### config.mk
export PLATFORM = sky130hd
export DESIGN_NAME = sw_entry
export DESIGN_NICKNAME = d
export VERILOG_FILES = /design/src/rtl/sw_entry.sv
export SDC_FILE = /design/constraint.sdc
export NUM_CORES = 1
export LEC_CHECK = 0
export ABC_AREA = 1
export BUFFER_PORTS_ARGS = -buffer_cell sky130_fd_sc_hd__buf_2
export CORE_ASPECT_RATIO = 1.2
export CORE_MARGIN = 8
export CORE_UTILIZATION = 53
export CTS_BUF_LIST = sky130_fd_sc_hd__clkbuf_4
export DETAILED_ROUTE_END_ITERATION = 10
export PLACE_DENSITY = 0.83
export SETUP_SLACK_MARGIN = 0.4
export SLEW_MARGIN = 10
export SYNTH_ARGS = -nofsm -noshare
export SYNTH_HDL_FRONTEND = slang
export SYNTH_SLANG_ARGS = --single-unit
### constraint.sdc
create_clock -name clk -period 2.6 [get_ports clk]
set_clock_uncertainty 0.1 [all_clocks]
set_input_delay 0.65 -clock clk [delete_from_list [all_inputs] [get_ports clk]]
set_output_delay 0.65 -clock clk [all_outputs]
set_load 0.1 [all_outputs]
### src/rtl/sw_entry.sv
// ---------------------------------------------------------------------------
// sw_entry : operator-input front end for the CPU IN port.
//
// This block debounces three push-buttons. It builds a multi-nibble word from
// sw_nib, taking one nibble on each "enter" press. A "commit" press hands the
// finished word to the CPU through a valid/rd handshake.
//
// The word being entered is also brought out on entry/digits, so top-level
// logic can show it on the seven-segment digits.
//
// Ports
//   clk      in   1           system clock
//   rst      in   1           synchronous reset, active-high
//   btn_raw  in   3           raw buttons, asynchronous to clk:
//                             [0]=enter, [1]=commit, [2]=clear
//   sw_nib   in   4           nibble source, sampled on the enter event cycle
//   rd       in   1           CPU read strobe, only acted on while valid=1
//   data     out  DATA_WIDTH  committed word, held while valid=1
//   valid    out  1           committed word available
//   entry    out  DATA_WIDTH  word currently being entered
//   digits   out  3           number of nibbles entered so far, 0..NIBBLES
//
// Every output comes straight from a flop. No input has a combinational path
// to any output.
// ---------------------------------------------------------------------------
module sw_entry #(
  parameter int DEBOUNCE_CYCLES = 500_000,
  parameter int DATA_WIDTH      = 16,
  parameter int NIBBLES         = DATA_WIDTH / 4
) (
  input  logic                  clk,
  input  logic                  rst,
  input  logic [2:0]            btn_raw,
  input  logic [3:0]            sw_nib,
  input  logic                  rd,
  output logic [DATA_WIDTH-1:0] data,
  output logic                  valid,
  output logic [DATA_WIDTH-1:0] entry,
  output logic [2:0]            digits
);

  // Width of the debounce counter. It only has to reach DEBOUNCE_CYCLES-1.
  localparam int CNT_W = (DEBOUNCE_CYCLES > 2) ? $clog2(DEBOUNCE_CYCLES) : 1;
  localparam logic [CNT_W-1:0] CNT_MAX = CNT_W'(DEBOUNCE_CYCLES - 1);
  localparam logic [2:0]       DIG_MAX = 3'(NIBBLES);

  localparam int BTN_ENTER  = 0;
  localparam int BTN_COMMIT = 1;
  localparam int BTN_CLEAR  = 2;

  // One-cycle press events, one bit per button.
  logic [2:0] press;

  // -------------------------------------------------------------------------
  // Per-button conditioning chain:
  //   2-flop synchronizer -> debouncer -> rising-edge event register.
  // A press event is registered one cycle after the stable level rises.
  // Releases produce no event.
  // -------------------------------------------------------------------------
  genvar gi;
  generate
    for (gi = 0; gi < 3; gi++) begin : g_btn
      logic             sync1_q;
      logic             sync2_q;
      logic             stable_q;
      logic             stable_dly_q;
      logic             press_q;
      logic [CNT_W-1:0] cnt_q;
      logic             differ_d;

      assign differ_d = (sync2_q != stable_q);

      always_ff @(posedge clk) begin
        if (rst) begin
          sync1_q      <= 1'b0;
          sync2_q      <= 1'b0;
          stable_q     <= 1'b0;
          stable_dly_q <= 1'b0;
          press_q      <= 1'b0;
          cnt_q        <= '0;
        end else begin
          sync1_q <= btn_raw[gi];
          sync2_q <= sync1_q;

          // The counter runs only while the synchronized level disagrees with
          // the stable level. Any agreement restarts it, so a glitch shorter
          // than DEBOUNCE_CYCLES never reaches the flip point.
          if (differ_d) begin
            if (cnt_q == CNT_MAX) begin
              stable_q <= sync2_q;
              cnt_q    <= '0;
            end else begin
              cnt_q <= cnt_q + CNT_W'(1);
            end
          end else begin
            cnt_q <= '0;
          end

          stable_dly_q <= stable_q;
          press_q      <= stable_q & ~stable_dly_q;
        end
      end

      assign press[gi] = press_q;
    end
  endgenerate

  // -------------------------------------------------------------------------
  // Entry / handshake state machine.
  // -------------------------------------------------------------------------
  typedef enum logic {
    COLLECT = 1'b0,
    READY   = 1'b1
  } state_t;

  state_t                state_q;
  logic [DATA_WIDTH-1:0] data_q;
  logic                  valid_q;
  logic [DATA_WIDTH-1:0] entry_q;
  logic [2:0]            digits_q;

  // Shift the new nibble in at the bottom. On overflow the oldest nibble
  // falls off the top, and the digit count saturates.
  logic [DATA_WIDTH-1:0] entry_shift_d;
  logic [2:0]            digits_inc_d;

  assign entry_shift_d = {entry_q[DATA_WIDTH-5:0], sw_nib};
  assign digits_inc_d  = (digits_q < DIG_MAX) ? digits_q + 3'd1 : DIG_MAX;

  always_ff @(posedge clk) begin
    if (rst) begin
      state_q  <= COLLECT;
      data_q   <= '0;
      valid_q  <= 1'b0;
      entry_q  <= '0;
      digits_q <= '0;
    end else begin
      case (state_q)
        COLLECT: begin
          // Coinciding events resolve as clear > commit > enter.
          // A commit that finds no digits is dropped. It still outranks
          // enter in that cycle.
          if (press[BTN_CLEAR]) begin
            entry_q  <= '0;
            digits_q <= '0;
          end else if (press[BTN_COMMIT]) begin
            if (digits_q != 3'd0) begin
              data_q   <= entry_q;
              valid_q  <= 1'b1;
              entry_q  <= '0;
              digits_q <= '0;
              state_q  <= READY;
            end
          end else if (press[BTN_ENTER]) begin
            entry_q  <= entry_shift_d;
            digits_q <= digits_inc_d;
          end
        end

        READY: begin
          // Button events are dropped here, not queued. data keeps its value
          // after the read, so the CPU sees a steady word until the next
          // commit.
          if (rd) begin
            valid_q <= 1'b0;
            state_q <= COLLECT;
          end
        end

        default: begin
          state_q <= COLLECT;
        end
      endcase
    end
  end

  assign data   = data_q;
  assign valid  = valid_q;
  assign entry  = entry_q;
  assign digits = digits_q;

endmodule
==> results.yml <==
power_and_ir_drop:
  intPower_w: 0.001999
  finalPower_w: 0.002628
  p_switching_w: 0.0006291
  share_comb_of_total_power_pct: 1.6
  seqPwrFrac_pct: 64.0
  pwr-share-clk_pct: 34.4
  powerDensity_nw_per_um2: 483.8
  swShare_pct: 23.93
  leakage_nw: 2.114
  ir_drop_mv: 0.3919
grt:
  grt-ovfl-total: 0
  grt_start_max_net_pins: 27
  grt_usage_pct: 16.77
  grt_pass1_wl_um: 18240
  antenna_found_initial: 0
  grt_pass1_vias: 4383
drt:
  drt_wl_total_um: 10460
  wl_met1_um: 4513
  post-route-drc-count: 0
  viasPerCell: 4.998
  vias: 4443
  drt_pass1_iterations: 5
  routed-wl-met2_um: 5306
  wl_met3_um: 400
  first_iter_violations: 195
  maxUsedRoutingLayer: "met4"
  avgRoutedWirePerCell_um: 11.76
  ant_nets: 0
layout:
  nNetsFinal: 779
  area_growth_pct: 9.233
  final_layout_size_suffix_gt1_share_pct: 11.05
  num_antenna_cells: 0
  final_common_cell: "nand2_1"
  final_cell_mix: "171 x nand2_1, 145 x nor2_1, 107 x dfxtp_1"
  final_cells: 889
floorplan:
  num_rows: 38
  die_w_um: 104.4
  fp.dieH_um: 122.1
  die-area_sq_um: 12750
  start_util_pct: 54.77
  core_area_sq_um: 9081
  pin_count: 46
timing:
  tightest_slew_ns: 0.4941
  slew_headroom_pct: 66.93
  holdWs_ns: 0.2547
  min_period_ns: 2.142
  setup_violations: 0
  final_hold_viol_count: 0
  finalSetupTns_ns: 0
  rsz0062_at_grt: "false"
  period_share_pct: 82.40
  setup_slack_ns: 0.4575
  clock.fmax_mhz: 466.8
  maxSlewViolCount: 0
synth:
  synth_compound_area_share_pct: 8.201
  synth_adder_area_share_pct: 1.258
  synth_cells: 721
  synth_top_family_by_area: "simple AND/OR/NAND/NOR gates"
  syn_area_sq_um: 4974
  synth_xor_area_share_pct: 3.698
  muxShareOfSynthArea_pct: 0
  yosysWarnings: 0
  synth_cell_types: 28
  ys_ff_latch: 109
  synth_area_per_cell_sq_um: 6.898
  synth_nets: 736
  yosysSeqAreaShare_pct: 43.87
  synth_simple_gate_area_share_pct: 33.61
place:
  post-place-ws_ns: 0.4478
  port_buffers: 45
  dp_hpwl_um: 7894
  dp_cells: 873
  gp_congestion: 0.8865
clocking:
  root_buffer: "clkbuf_4"
  cts_resized: 0
  cts_tree: "yes"
  clkSinkCount: 109
  cts_buffers: 9
  clk_latency_ns: 0.48
  clk_path_buf_depth: 2
  clk_pin_slew_ns: 0.17
  cts-htree-levels: 3
  cts_hold_buf: 0
  cts_setup_buffers: 0
critical_path:
  path_buf_inv: 1
  start_kind: "register"
  max_stage_delay_ns: 0.46
  arrival_ns: 1.39
  crit_family: "buffers and inverters"
  endpoint_kind: "output port"
  r2r_setup_slack_ns: 0.58
  worstPathRequired_ns: 1.85
  cp_max_fo: 4
  path_cells: "buf_2"
  cp_slowest_cell: "buf_2"
  path_class: "register to output port"
flow_run:
  max_cap_violations: 0
run_status:
  status: "completed"
worst_hold_path:
  hp-class: "primary input to register"
-- state kept, by name, indices dropped and copies added (netlist names) --
signal / count
entry: 16
g_btn.stable_dly_q: 3
g_btn.sync2_q: 3
g_btn.sync1_q: 3
g_btn.cnt_q: 57
digits: 3
g_btn.stable_q: 3
data: 16
g_btn.press_q: 3
state_q: 1
valid: 1
-- kinds of logic (layout without fill, tap and decap cells) --
logic type,count (synthesis),after routing
AOI/OAI and AO/OA,73,73
xor gates and xnor gates,21,21
adders and majority gates,5,5
buffers and inverters,113,161
DFF,109,109
and+or+nand+nor,400,400
-- metal layers --
layer / track usage [%] / vias to the layer above
met5: 0 / -
li1: - / 2327
met1: 18.43 / 2024
met3: 3.064 / 19
met2: 30.53 / 73
met4: 8.341 / 0
-- final timing paths --
kind	from	end	cells after the start
max	entry[10]$_SDFFE_PP0P_	entry[10]	1
max reg2reg	digits[0]$_SDFFE_PP0P_	entry[7]$_SDFFE_PP0P_	6
min reg2reg	g_btn[1].stable_dly_q$_SDFF_PP0_	g_btn[1].press_q$_SDFF_PP0_	1
min	btn_raw[1]	g_btn[1].sync1_q$_SDFF_PP0_	3
-- synthesized netlist by cell type, drive strengths merged --
cell    count  area, sq um
nand4      23        143.9
inv        96        360.3
nand3b      1        7.510
o21ai      31        166.4
ha          5        62.56
xor2       15        131.4
nand2     173        654.4
xnor2       6        52.55
dfxtp     109         2182
or2         8        50.05
buf        11        82.58
a21oi      40        204.0
nor3        6        30.03
nand3      39        200.2
o21bai      2        37.54
nor2      150        585.6
clkbuf      6        22.52
-- metrics by stage --
stage                     cell area, sq um  utilization [%]
final                                 5433            59.82
after global routing                  5433            59.82
after CTS                             5428            59.77
after detailed placement              5276            58.10
after global placement                5276            58.10
after floorplan                       4976                -
-- power groups by stage --
stage               registers [W]   logic, W  clock network [W]
floorplan                 0.00172  0.0000325                  0
global placement          0.00172  0.0000420                  0
detailed placement        0.00172  0.0000433                  0
CTS                       0.00168  0.0000435           0.000911
global route              0.00168  0.0000488           0.000976
finish                    0.00168  0.0000430           0.000904
-- cell type report --
cell class,count,area (sq um)
multi-input cells,499,2331
clock buffers,9,67.56
fillers,849,3649
flip-flops and latches,109,2185
clock inverters,7,83.83
inverters,96,360.3
repair buffers,49,255.2
well taps,120,150.1
Power figures use the tool's default switching activity.
